==> config.mk <==
export PLATFORM = sky130hd
export DESIGN_NAME = button_debouncer_n
export DESIGN_NICKNAME = d
export VERILOG_FILES = /design/src/rtl/button_debouncer_n.sv
export SDC_FILE = /design/constraint.sdc
export NUM_CORES = 1
export LEC_CHECK = 0
export ABC_AREA = 1
export BUFFER_PORTS_ARGS = -buffer_cell sky130_fd_sc_hd__buf_2
export CORE_MARGIN = 2
export CORE_UTILIZATION = 30
export DETAILED_ROUTE_END_ITERATION = 10
export GPL_ROUTABILITY_DRIVEN = 0
export PLACE_DENSITY = 0.5
export SLEW_MARGIN = 20
export SYNTH_ARGS = -nofsm -noshare
export SYNTH_HDL_FRONTEND = slang
export SYNTH_SLANG_ARGS = --single-unit
==> constraint.sdc <==
create_clock -name clk_i -period 24.6 [get_ports clk_i]
set_clock_uncertainty 0.05 [all_clocks]
set_input_delay 2.46 -clock clk_i [delete_from_list [all_inputs] [get_ports clk_i]]
set_output_delay 2.46 -clock clk_i [all_outputs]
set_load 0.005 [all_outputs]
==> src/rtl/button_debouncer_n.sv <==
// N-channel button conditioner: 2-flop sync, bounce filter, press/release
// pulses, long-hold detection and optional auto-repeat, all per channel.
module button_debouncer_n #(
  parameter int N             = 5,
  parameter int STABLE_CYCLES = 1000000,
  parameter int LONG_CYCLES   = 50000000,
  parameter int REPEAT_CYCLES = 10000000,
  parameter int REPEAT_EN     = 1
) (
  input  logic         clk_i,
  input  logic         rst_i,
  input  logic [N-1:0] btn_i,
  output logic [N-1:0] level_o,
  output logic [N-1:0] press_o,
  output logic [N-1:0] release_o,
  output logic [N-1:0] long_o,
  output logic [N-1:0] repeat_o
);

  localparam int SW   = $clog2(STABLE_CYCLES);
  localparam int HMAX = (LONG_CYCLES > REPEAT_CYCLES) ?
                        LONG_CYCLES : REPEAT_CYCLES;
  localparam int HW   = $clog2(HMAX) + 1;

  typedef enum logic [1:0] {
    IDLE,
    HOLD,
    LONG
  } state_t;

  for (genvar k = 0; k < N; k++) begin : g_ch
    logic [1:0]    sync_q;
    logic [SW-1:0] scnt_q, scnt_d;
    logic [HW-1:0] hcnt_q, hcnt_d;
    state_t        st_q, st_d;
    logic          lvl_q, lvl_d;
    logic          prs_q, prs_d;
    logic          rel_q, rel_d;
    logic          lng_q, lng_d;
    logic          rep_q, rep_d;

    always_ff @(posedge clk_i or posedge rst_i) begin
      if (rst_i) begin
        sync_q <= '0;
        scnt_q <= '0;
        hcnt_q <= '0;
        st_q   <= IDLE;
        lvl_q  <= 1'b0;
        prs_q  <= 1'b0;
        rel_q  <= 1'b0;
        lng_q  <= 1'b0;
        rep_q  <= 1'b0;
      end else begin
        sync_q <= {sync_q[0], btn_i[k]};
        scnt_q <= scnt_d;
        hcnt_q <= hcnt_d;
        st_q   <= st_d;
        lvl_q  <= lvl_d;
        prs_q  <= prs_d;
        rel_q  <= rel_d;
        lng_q  <= lng_d;
        rep_q  <= rep_d;
      end
    end

    always_comb begin
      scnt_d = scnt_q;
      hcnt_d = hcnt_q;
      st_d   = st_q;
      lvl_d  = lvl_q;
      prs_d  = 1'b0;
      rel_d  = 1'b0;
      lng_d  = 1'b0;
      rep_d  = 1'b0;

      // any single agreeing cycle restarts the stability window
      if (sync_q[1] == lvl_q) begin
        scnt_d = '0;
      end else if (scnt_q == SW'(STABLE_CYCLES - 1)) begin
        scnt_d = '0;
        lvl_d  = ~lvl_q;
        prs_d  = ~lvl_q;
        rel_d  = lvl_q;
      end else begin
        scnt_d = scnt_q + SW'(1);
      end

      // release takes priority over a coinciding long/repeat
      if (rel_d) begin
        st_d   = IDLE;
        hcnt_d = '0;
      end else begin
        unique case (st_q)
          IDLE: begin
            hcnt_d = '0;
            if (prs_d) st_d = HOLD;
          end
          HOLD: begin
            if (hcnt_q == HW'(LONG_CYCLES - 1)) begin
              lng_d  = 1'b1;
              hcnt_d = '0;
              st_d   = LONG;
            end else begin
              hcnt_d = hcnt_q + HW'(1);
            end
          end
          LONG: begin
            if (REPEAT_EN == 0) begin
              hcnt_d = '0;
            end else if (hcnt_q == HW'(REPEAT_CYCLES - 1)) begin
              rep_d  = 1'b1;
              hcnt_d = '0;
            end else begin
              hcnt_d = hcnt_q + HW'(1);
            end
          end
          default: begin
            st_d   = IDLE;
            hcnt_d = '0;
          end
        endcase
      end
    end

    assign level_o[k]   = lvl_q;
    assign press_o[k]   = prs_q;
    assign release_o[k] = rel_q;
    assign long_o[k]    = lng_q;
    assign repeat_o[k]  = rep_q;
  end

endmodule

==> impl_metrics.yaml, run 1 <==
worst_setup_path:
  crit_type: "reg -> out"
  r2r-end: "g_ch[0].hcnt_q[14]$_DFF_PP0_"
  r2r_setup_slack_ns: 22.34
  r2r_start: "g_ch[0].scnt_q[0]$_DFF_PP0_"
  cp-start-kind: "register"
  reg2reg_depth: 10
  critPathTopFamily: "flip-flops"
  cp.required_ns: 22.09
  cp_cell_sequence: "buf_2"
  worst-path-max-fanout: 4
  cp_slowest_cell: "dfrtp_1"
  cp.arrival_ns: 1.08
  worstSetupEndpointType: "output pin"
  crit_buf_inv: 1
  slowest_delay_ns: 0.40
yosys:
  synth_area_leader_cell: "dfrtp_1"
  yosys-top-cells-area: "dfrtp_1 45%, nor2_1 11%, nand2_1 10%"
  async_reset_ff_share_pct: 100.0
  avgSynthCellArea_um2: 7.769
  synth_edf_count: 0
  synth_fp_nets: 2043
  yosysTopAreaCellShare_pct: 44.96
  yosys_warnings: 0
  synth_area_um2: 15580
  synth_cell_type_count: 41
  synth_ff_type: "dfrtp_1"
  syn_inst: 2006
  yosysSeqAreaShare_pct: 44.96
  synth-seq-cells: 280
clocking:
  cts_root_buf: "clkbuf_16"
  cts_htree_levels: 2
  postCtsHoldBufs: 0
  cts_tree: "done"
  numClockSinks: 280
  clk_pin_slew_ns: 0.06
  cts_buffers: 36
  insertion_delay_ns: 0.54
  cts_resized: 0
  cts_setup_buffers: 0
  cts_buffer_depth: 3
route:
  dr.pass1.iters: 5
  drt-total-wl_mm: 33.34
  routedWlPerCell_um: 12.12
  drc: 0
  drt_iter0_drc: 861
  via_per_inst: 4.491
  vias: 12349
  antenna_left: 0
hold_path:
  hp-class: "reg -> reg"
  hp-start: "g_ch[1].sync_q[0]$_DFF_PP0_"
  worstHoldEndpoint: "g_ch[1].sync_q[1]$_DFF_PP0_"
  min_path_cells: 0
floorplan:
  core_area_um2: 51300
  rows: 83
  start_util_pct: 30.38
  top_level_ports: 32
  die-area_um2: 53780
  die_y_um: 231.9
  die_w_um: 231.9
global_route:
  grt_pass1_vias: 12243
  grt_overflow: 0
  antenna_found_initial: 0
  grt_max_degree: 78
  track_usage_pct: 12.92
  grt_pass1_wl_mm: 58.55
timing:
  setup_tns_ns: 0
  rsz0062_at_grt: "no"
  hold_viol: 0
  relSlewSlack_pct: 41.14
  fmax_mhz: 278.6
  worst_slack_ns: 21.01
  fin_crit_ns: 3.589
  tightest_slew_ns: 0.8829
  setup_viol: 0
  fin_crit_sh_pct: 14.59
  drv_slew: 0
power_and_ir_drop:
  power_density_nw_per_um2: 57.90
  peakVddDrop_mv: 0.03828
  p_leak_nw: 7.473
run:
  max-cap-violations: 0
cells_and_area:
  n_fill_cell: 5490
  drive_gt1_share_pct: 8.265
  area_growth_syn_to_layout_pct: 12.54
  layout.nets: 2079
placement:
  pre_cts_ws_ns: 20.46
  dp.final_hpwl_mm: 24.06
  io_buffers: 31
status:
  outcome: "finished, final reports clean"
==> metrics by stage <==
stage	instance area [um^2]	utilization [%]	hold slack, ns	power [mW]	std cells
floorplan	15580	-	0.2812	0.4870	2006
global placement	16320	31.82	0.2858	0.4929	2684
detailed placement	16320	31.82	0.2863	0.4934	2684
CTS	17530	34.17	0.2988	1.038	2749
global route	17540	34.18	0.3046	1.062	2749
finish	17540	34.19	0.2983	1.016	2750
==> routing by layer <==
metal | vias up | routed length (um) | global-route usage, %
met5 | - | 0 | 0
met4 | 0 | 737 | 4.247
met3 | 39 | 1301 | 2.235
met2 | 181 | 15070 | 21.04
met1 | 5768 | 16230 | 17.35
li1 | 6361 | - | -
==> cell type report <==
cell class,count,area [um^2],area share (%)
inverters,253,957.2,5.458
well taps,680,850.8,4.851
clock inverters,15,165.2,0.9417
diodes,1,2.502,0.01427
clock buffers,50,1045,5.957
repair buffers,34,181.4,1.034
flip-flops and latches,280,7007,39.95
multi-input cells,1437,7330,41.79
==> cells in the mapped netlist (12+ instances only) <==
cell type and number:
nor2_1 440, nand2_1 414, dfrtp_1 280, inv_1 249, nand3_1 125, xor2_1 111
nand4_1 57, nor3_1 53, a21oi_1 32, o21ai_0 32, ha_1 30, buf_4 27
xnor2_1 23, nor2_2 17, nor4_1 12
==> worst max-delay path by stage <==
stage / to / from / depth (start not counted) / slack, ns
floorplan: g_ch[0].hcnt_q[0]$_DFF_PP0_ / rst_i / 1 / 14.37
global placement: g_ch[0].prs_q$_DFF_PP0_ / rst_i / 3 / 20.48
detailed placement: g_ch[0].rel_q$_DFF_PP0_ / rst_i / 3 / 20.46
CTS: level_o[0] / g_ch[0].lvl_q$_DFFE_PP0P_ / 1 / 20.97
global route: g_ch[0].scnt_q[19]$_DFF_PP0_ / rst_i / 3 / 20.94
finish: level_o[0] / g_ch[0].lvl_q$_DFFE_PP0P_ / 1 / 21.01
==> logic make-up (layout without fill, tap and decap cells) <==
group           after synthesis  in the layout  share of synthesized area, %
flops                       280            280                         44.96
simple gates               1195           1195                         34.36
compound gates               78             78                         2.730
other cells                   0              1                             0
buf+inv                     289            352                         8.005
fa+ha+maj                    30             30                         2.409
xor+xnor                    134            134                         7.531
==> where the power goes <==
part	total (mW)	switching (mW)	internal (mW)	leakage [nW]
Combinational	0.0187	0.0150	0.00374	3.00
Clock	0.531	0.203	0.329	0.593
Sequential	0.465	0.00169	0.464	3.88
==> flip-flops by register name, indices dropped and copies added, names as in the netlist <==
name	cells
g_ch.lng_q	5
g_ch.lvl_q	5
g_ch.scnt_q	100
g_ch.prs_q	5
g_ch.rel_q	5
g_ch.hcnt_q	135
g_ch.sync_q	10
g_ch.st_q	10
g_ch.rep_q	5
==> layout by cell type, fill, tap and decap left out, types with 4 or more instances in the layout <==
cell type  instances
a21oi_1           32
buf_2             31
clkbuf_1           6
clkbuf_16         37
clkbuf_8           7
clkinv_2           7
dfrtp_1          280
ha_1              30
inv_1            248
inv_2              4
nand2_1          414
nand2_2           10
nand2_4            4
nand3_1          125
nand3_2            8
nand3b_1           7
nand4_1           57
nor2_1           440
nor2_2            17
nor2_4             5
nor3_1            53
nor3_2             9
nor3_4             7
nor3b_1            8
nor4_1            12
o21ai_0           32
o22ai_1            5
or2_2              7
xnor2_1           23
xor2_1           111
No activity file was read; power rests on OpenSTA's default activity.
==> inputs of run 2 (changes only) <==
==> constraint.sdc (replaced) <==
create_clock -name clk_i -period 3.7 [get_ports clk_i]
set_clock_uncertainty 0.05 [all_clocks]
set_input_delay 0.37 -clock clk_i [delete_from_list [all_inputs] [get_ports clk_i]]
set_output_delay 0.37 -clock clk_i [all_outputs]
set_load 0.005 [all_outputs]
==> impl_metrics.yaml, run 2 (synthesis results as in run 1) <==
status:
  outcome: "finished, final reports clean"
power_and_ir_drop:
  power_density_nw_per_um2: 388.7
  peakVddDrop_mv: 0.3569
  total_power_mw: 6.863
  p_leak_nw: 7.524
worst_setup_path:
  crit_type: "reg -> reg"
  cp_cell_sequence: "ha_1, nand3_1, nor2_2, inv_1, nor2_4, nand3_2, nand2_1, inv_2, nand2_1, nor2_1"
  cp_slowest_cell: "nand2_1"
  r2r-end: "g_ch[0].hcnt_q[14]$_DFF_PP0_"
  slowest_delay_ns: 0.59
  crit_buf_inv: 2
  cp.required_ns: 4.02
  r2r_start: "g_ch[0].scnt_q[0]$_DFF_PP0_"
  cp-start-kind: "register"
  r2r_setup_slack_ns: 1.42
  critPathTopFamily: "simple AND/OR/NAND/NOR gates"
  reg2reg_depth: 10
  worst-path-max-fanout: 21
  cp.arrival_ns: 2.60
  cp_common_cell: "nand2_1"
  worstSetupEndpointType: "register"
cells_and_area:
  regMostFlops: "g_ch.hcnt_q"
  post-route-util_pct: 34.41
  n_fill_cell: 5417
  final_common_cell: "nor2_1"
  layout_common_cells: "440 x nor2_1, 414 x nand2_1, 280 x dfrtp_1"
  layout.nets: 2084
  largest_registers: "g_ch.hcnt_q: 135 flops, g_ch.scnt_q: 100 flops"
  drive_gt1_share_pct: 8.301
  area_growth_syn_to_layout_pct: 13.29
  num_antenna_cells: 0
  largest_register_ffs: 135
timing:
  fin_crit_ns: 2.278
  worst_slack_ns: 1.422
  setup_viol: 0
  fmax_mhz: 439.0
  rsz0062_at_grt: "no"
  fin_crit_sh_pct: 61.56
  drv_slew: 0
  tightest_slew_ns: 0.7929
  relSlewSlack_pct: 47.01
  hold_viol: 0
hold_path:
  worstHoldEndpoint: "g_ch[3].sync_q[1]$_DFF_PP0_"
  min_path_cells: 0
  hp-class: "reg -> reg"
  hp-start: "g_ch[3].sync_q[0]$_DFF_PP0_"
clocking:
  numClockSinks: 280
  cts_buffer_depth: 3
  clk_pin_slew_ns: 0.06
  cts_buffers: 35
  insertion_delay_ns: 0.53
  cts_tree: "done"
  cts_resized: 0
  cts_htree_levels: 2
  cts_root_buf: "clkbuf_16"
global_route:
  grt_overflow: 0
  grt_pass1_vias: 12331
  antenna_found_initial: 0
  track_usage_pct: 12.77
  grt_max_degree: 111
  grt_pass1_wl_mm: 58.16
floorplan:
  start_util_pct: 30.38
  die_y_um: 231.9
  die-area_um2: 53780
  die_w_um: 231.9
  core_area_um2: 51300
  rows: 83
  top_level_ports: 32
route:
  drc: 0
  vias: 12253
  drt_iter0_drc: 697
  routedWlPerCell_um: 12.08
  via_per_inst: 4.452
  antenna_left: 0
  dr.pass1.iters: 5
  drt-total-wl_mm: 33.25
placement:
  dp.final_hpwl_mm: 23.84
  pre_cts_ws_ns: 1.432
  io_buffers: 31
run:
  max-cap-violations: 0
==> run 2: cell types whose count changed in the layout (fill, tap and decap cells not counted), sizes merged <==
cell         delta
bufinv          +2
clkinv          +3
inv             -3
dlygate4sd3     +6
clkbuf          -5
diode           -1
==> run 2: report_power, final <==
group | switching [mW] | internal, mW | total (mW)
registers | 0.0111 | 3.08 | 3.09
logic | 0.100 | 0.0328 | 0.133
clock network | 1.35 | 2.29 | 3.64
==> run 2: final cells by class <==
| cell class | instances | area, um^2 | share of cell area, % |
|---|---|---|---|
| inverter | 253 | 953.4 | 5.400 |
| sequential | 280 | 7007 | 39.69 |
| clock inverter | 17 | 222.7 | 1.262 |
| multi-input combinational | 1437 | 7330 | 41.52 |
| timing repair buffer | 40 | 275.3 | 1.559 |
| clock buffer | 45 | 1016 | 5.755 |
| tap | 680 | 850.8 | 4.819 |
==> run 2: metrics by stage <==
step                      hold slack, ns  instances  setup TNS (ns)  cell area (um^2)
final                             0.2980       2752               0             17650
after global routing              0.3158       2752               0             17650
after CTS                         0.3013       2752               0             17650
after detailed placement          0.2897       2684               0             16360
after global placement            0.2856       2684               0             16360
after floorplan                   0.2812       2006         -119.65             15590
==> run 2: worst max-delay path by stage <==
stage	from	to	slack, ns	cells past startpoint
after floorplan	rst_i	g_ch[0].hcnt_q[0]$_DFF_PP0_	-0.43	1
after global placement	g_ch[0].scnt_q[0]$_DFF_PP0_	g_ch[0].hcnt_q[20]$_DFF_PP0_	1.52	10
after detailed placement	g_ch[0].scnt_q[0]$_DFF_PP0_	g_ch[0].hcnt_q[14]$_DFF_PP0_	1.43	10
after CTS	g_ch[0].scnt_q[0]$_DFF_PP0_	g_ch[0].hcnt_q[14]$_DFF_PP0_	1.41	10
after global routing	g_ch[0].hcnt_q[0]$_DFF_PP0_	g_ch[0].hcnt_q[26]$_DFF_PP0_	1.17	10
final	g_ch[0].scnt_q[0]$_DFF_PP0_	g_ch[0].hcnt_q[14]$_DFF_PP0_	1.42	10
==> run 2: per-layer routing <==
metal  share of wire [%]  up-vias  wire, um  global-route usage [%]
met5                   0        -         0                       0
met4                 1.5        0       495                   3.105
met3                 4.0       36      1343                   2.886
met2                  46      157     15400                   21.07
met1                  48     5699     16010                   16.90
li1                    -     6361         -                       -
==> run 2: timing repair <==
action | CTS | global route
endpoints found under the hold margin | 25 | 0
buffers inserted | 0 | 0
endpoints found under the setup margin | 0 | 0
hold buffers | 6 | 0
==> inputs of run 3 (changes only) <==
==> constraint.sdc (replaced) <==
create_clock -name clk_i -period 2.1 [get_ports clk_i]
set_clock_uncertainty 0.05 [all_clocks]
set_input_delay 0.21 -clock clk_i [delete_from_list [all_inputs] [get_ports clk_i]]
set_output_delay 0.21 -clock clk_i [all_outputs]
set_load 0.005 [all_outputs]
==> impl_metrics.yaml, run 3 (synthesis results as in run 1) <==
timing:
  relSlewSlack_pct: 67.42
  fin_crit_ns: 1.874
  tightest_slew_ns: 0.4843
  fmax_mhz: 533.8
  drv_slew: 0
  rsz0062_at_grt: "no"
  fin_crit_sh_pct: 89.22
  hold_viol: 0
  setup_viol: 0
clocking:
  cts_buffer_depth: 3
  cts_buffers: 36
  cts_tree: "done"
  insertion_delay_ns: 0.53
  cts_htree_levels: 2
  cts_root_buf: "clkbuf_16"
  clk_pin_slew_ns: 0.06
  numClockSinks: 280
route:
  drt-total-wl_mm: 34.38
  antenna_left: 0
  drc: 0
  routedWlPerCell_um: 12.40
  dr.pass1.iters: 5
  vias: 12511
  drt_iter0_drc: 669
  via_per_inst: 4.513
global_route:
  grt_most_used_layer: "met2"
  antenna_found_initial: 0
  grt_use_met3_pct: 2.149
  use_met2_pct: 21.46
  track_usage_pct: 13.06
  grt_pass1_vias: 12391
  grt_overflow: 0
  grt_max_degree: 69
  use_met1_pct: 17.32
  grt_pass1_wl_mm: 58.88
cells_and_area:
  layout_common_cells: "440 x nor2_1, 414 x nand2_1, 280 x dfrtp_1"
  layout.nets: 2106
  final_common_cell: "nor2_1"
  regMostFlops: "g_ch.hcnt_q"
  finalNonFillerCells: 2772
  largest_register_ffs: 135
  largest_registers: "g_ch.hcnt_q: 135 flops, g_ch.scnt_q: 100 flops"
  drive_gt1_share_pct: 9.178
  area_growth_syn_to_layout_pct: 14.56
  num_antenna_cells: 0
  post-route-util_pct: 34.80
power_and_ir_drop:
  clockPowerShare_pct: 52.5
  switching_share_pct: 21.15
  p_int_mw: 9.487
  switchingPower_mw: 2.545
  power_density_nw_per_um2: 674.0
  peakVddDrop_mv: 0.5329
  p_leak_nw: 7.591
  combinationalPowerShare_pct: 2.2
  total_power_mw: 12.03
  seqPwrFrac_pct: 45.3
placement:
  dp.final_hpwl_mm: 24.89
  io_buffers: 31
  placed_cells: 2701
worst_setup_path:
  critPathTopFamily: "simple AND/OR/NAND/NOR gates"
  crit_buf_inv: 0
  crit_cells: 8
  cp_common_cell: "nand2_1"
  cp_slowest_cell: "dfrtp_1"
  cp.arrival_ns: 2.23
  worst-path-max-fanout: 27
  cp_cell_sequence: "ha_1, nand3_2, nor3_2, nand3_1, nand2_1, nand2_1, nand2_8, nor2_1"
  cp-start-kind: "register"
  worstSetupEndpointType: "register"
  reg2reg_depth: 8
  crit_type: "reg -> reg"
  cp.required_ns: 2.46
  slowest_delay_ns: 0.38
floorplan:
  die_y_um: 231.9
  die_w_um: 231.9
  core_area_um2: 51300
  start_util_pct: 30.38
  die-area_um2: 53780
  rows: 83
  top_level_ports: 32
hold_path:
  hp-class: "in -> async"
run:
  max-cap-violations: 0
status:
  outcome: "finished, final reports clean"
==> run 3: final timing paths <==
kind | from | to | slack [ns]
worst max-delay path | g_ch[1].hcnt_q[0]$_DFF_PP0_ | g_ch[1].hcnt_q[25]$_DFF_PP0_ | 0.23
worst min-delay path | rst_i | g_ch[3].scnt_q[14]$_DFF_PP0_ | 0.11
worst max register to register | g_ch[1].hcnt_q[0]$_DFF_PP0_ | g_ch[1].hcnt_q[25]$_DFF_PP0_ | 0.23
worst min register to register | g_ch[4].sync_q[0]$_DFF_PP0_ | g_ch[4].sync_q[1]$_DFF_PP0_ | 0.30
max in group asynchronous | rst_i | g_ch[2].scnt_q[13]$_DFF_PP0_ | 1.12
min in group clk_i | btn_i[0] | g_ch[0].sync_q[0]$_DFF_PP0_ | 0.27
==> run 3: power by group through the flow <==
| stage | combinational [mW] | clock, mW | sequential [mW] |
|---|---|---|---|
| 2_1_floorplan | 0.161 | 0 | 5.55 |
| 3_3_place_gp | 0.261 | 0 | 5.54 |
| 3_5_place_dp | 0.266 | 0 | 5.55 |
| 4_1_cts | 0.276 | 6.60 | 5.45 |
| 5_1_grt | 0.307 | 6.80 | 5.45 |
| 6_report | 0.261 | 6.32 | 5.45 |
==> run 3: what timing repair did <==
item | in CTS | in global routing
gates resized for setup | 0 | 8
endpoints found under the setup margin | 0 | 105
hold buffers | 6 | 0
hold endpoints to repair | 191 | 0
buffers inserted | 0 | 3
==> run 3: worst register-to-register path: stages, from the launching register on <==
cell	delay [ns]
dfrtp_1	0.38
ha_1	0.32
nand3_2	0.17
nor3_2	0.20
nand3_1	0.15
nand2_1	0.09
nand2_1	0.12
nand2_8	0.19
nor2_1	0.08
==> run 3: final cells by class <==
type / count / area [um^2]
Tap cell: 680 / 850.8
Multi-Input combinational cell: 1438 / 7388
Timing Repair Buffer: 60 / 437.9
Clock inverter: 10 / 156.4
Inverter: 253 / 953.4
Sequential cell: 280 / 7007
Fill cell: 5414 / 33450
Clock buffer: 51 / 1059
==> run 3: layer usage <==
metal  vias to the layer above  share of wire [%]
met1                      5867                 48
met3                        57                3.3
met2                       174                 46
li1                       6413                  -
met4                         0                2.6
met5                         -                  0
==> run 3: per-stage QoR <==
| stage | cell area, um^2 | hold slack [ns] | TNS (ns) | setup slack [ns] |
|---|---|---|---|---|
| 2_1_floorplan | 15590 | 0.1914 | -522.85 | -1.867 |
| 3_3_place_gp | 16500 | 0.1010 | 0 | 0.1564 |
| 3_5_place_dp | 16500 | 0.1017 | 0 | 0.1111 |
| 4_1_cts | 17770 | 0.07017 | 0 | 0.09899 |
| 5_1_grt | 17850 | 0.1054 | 0 | 0.008740 |
| 6_report | 17850 | 0.1055 | 0 | 0.2265 |
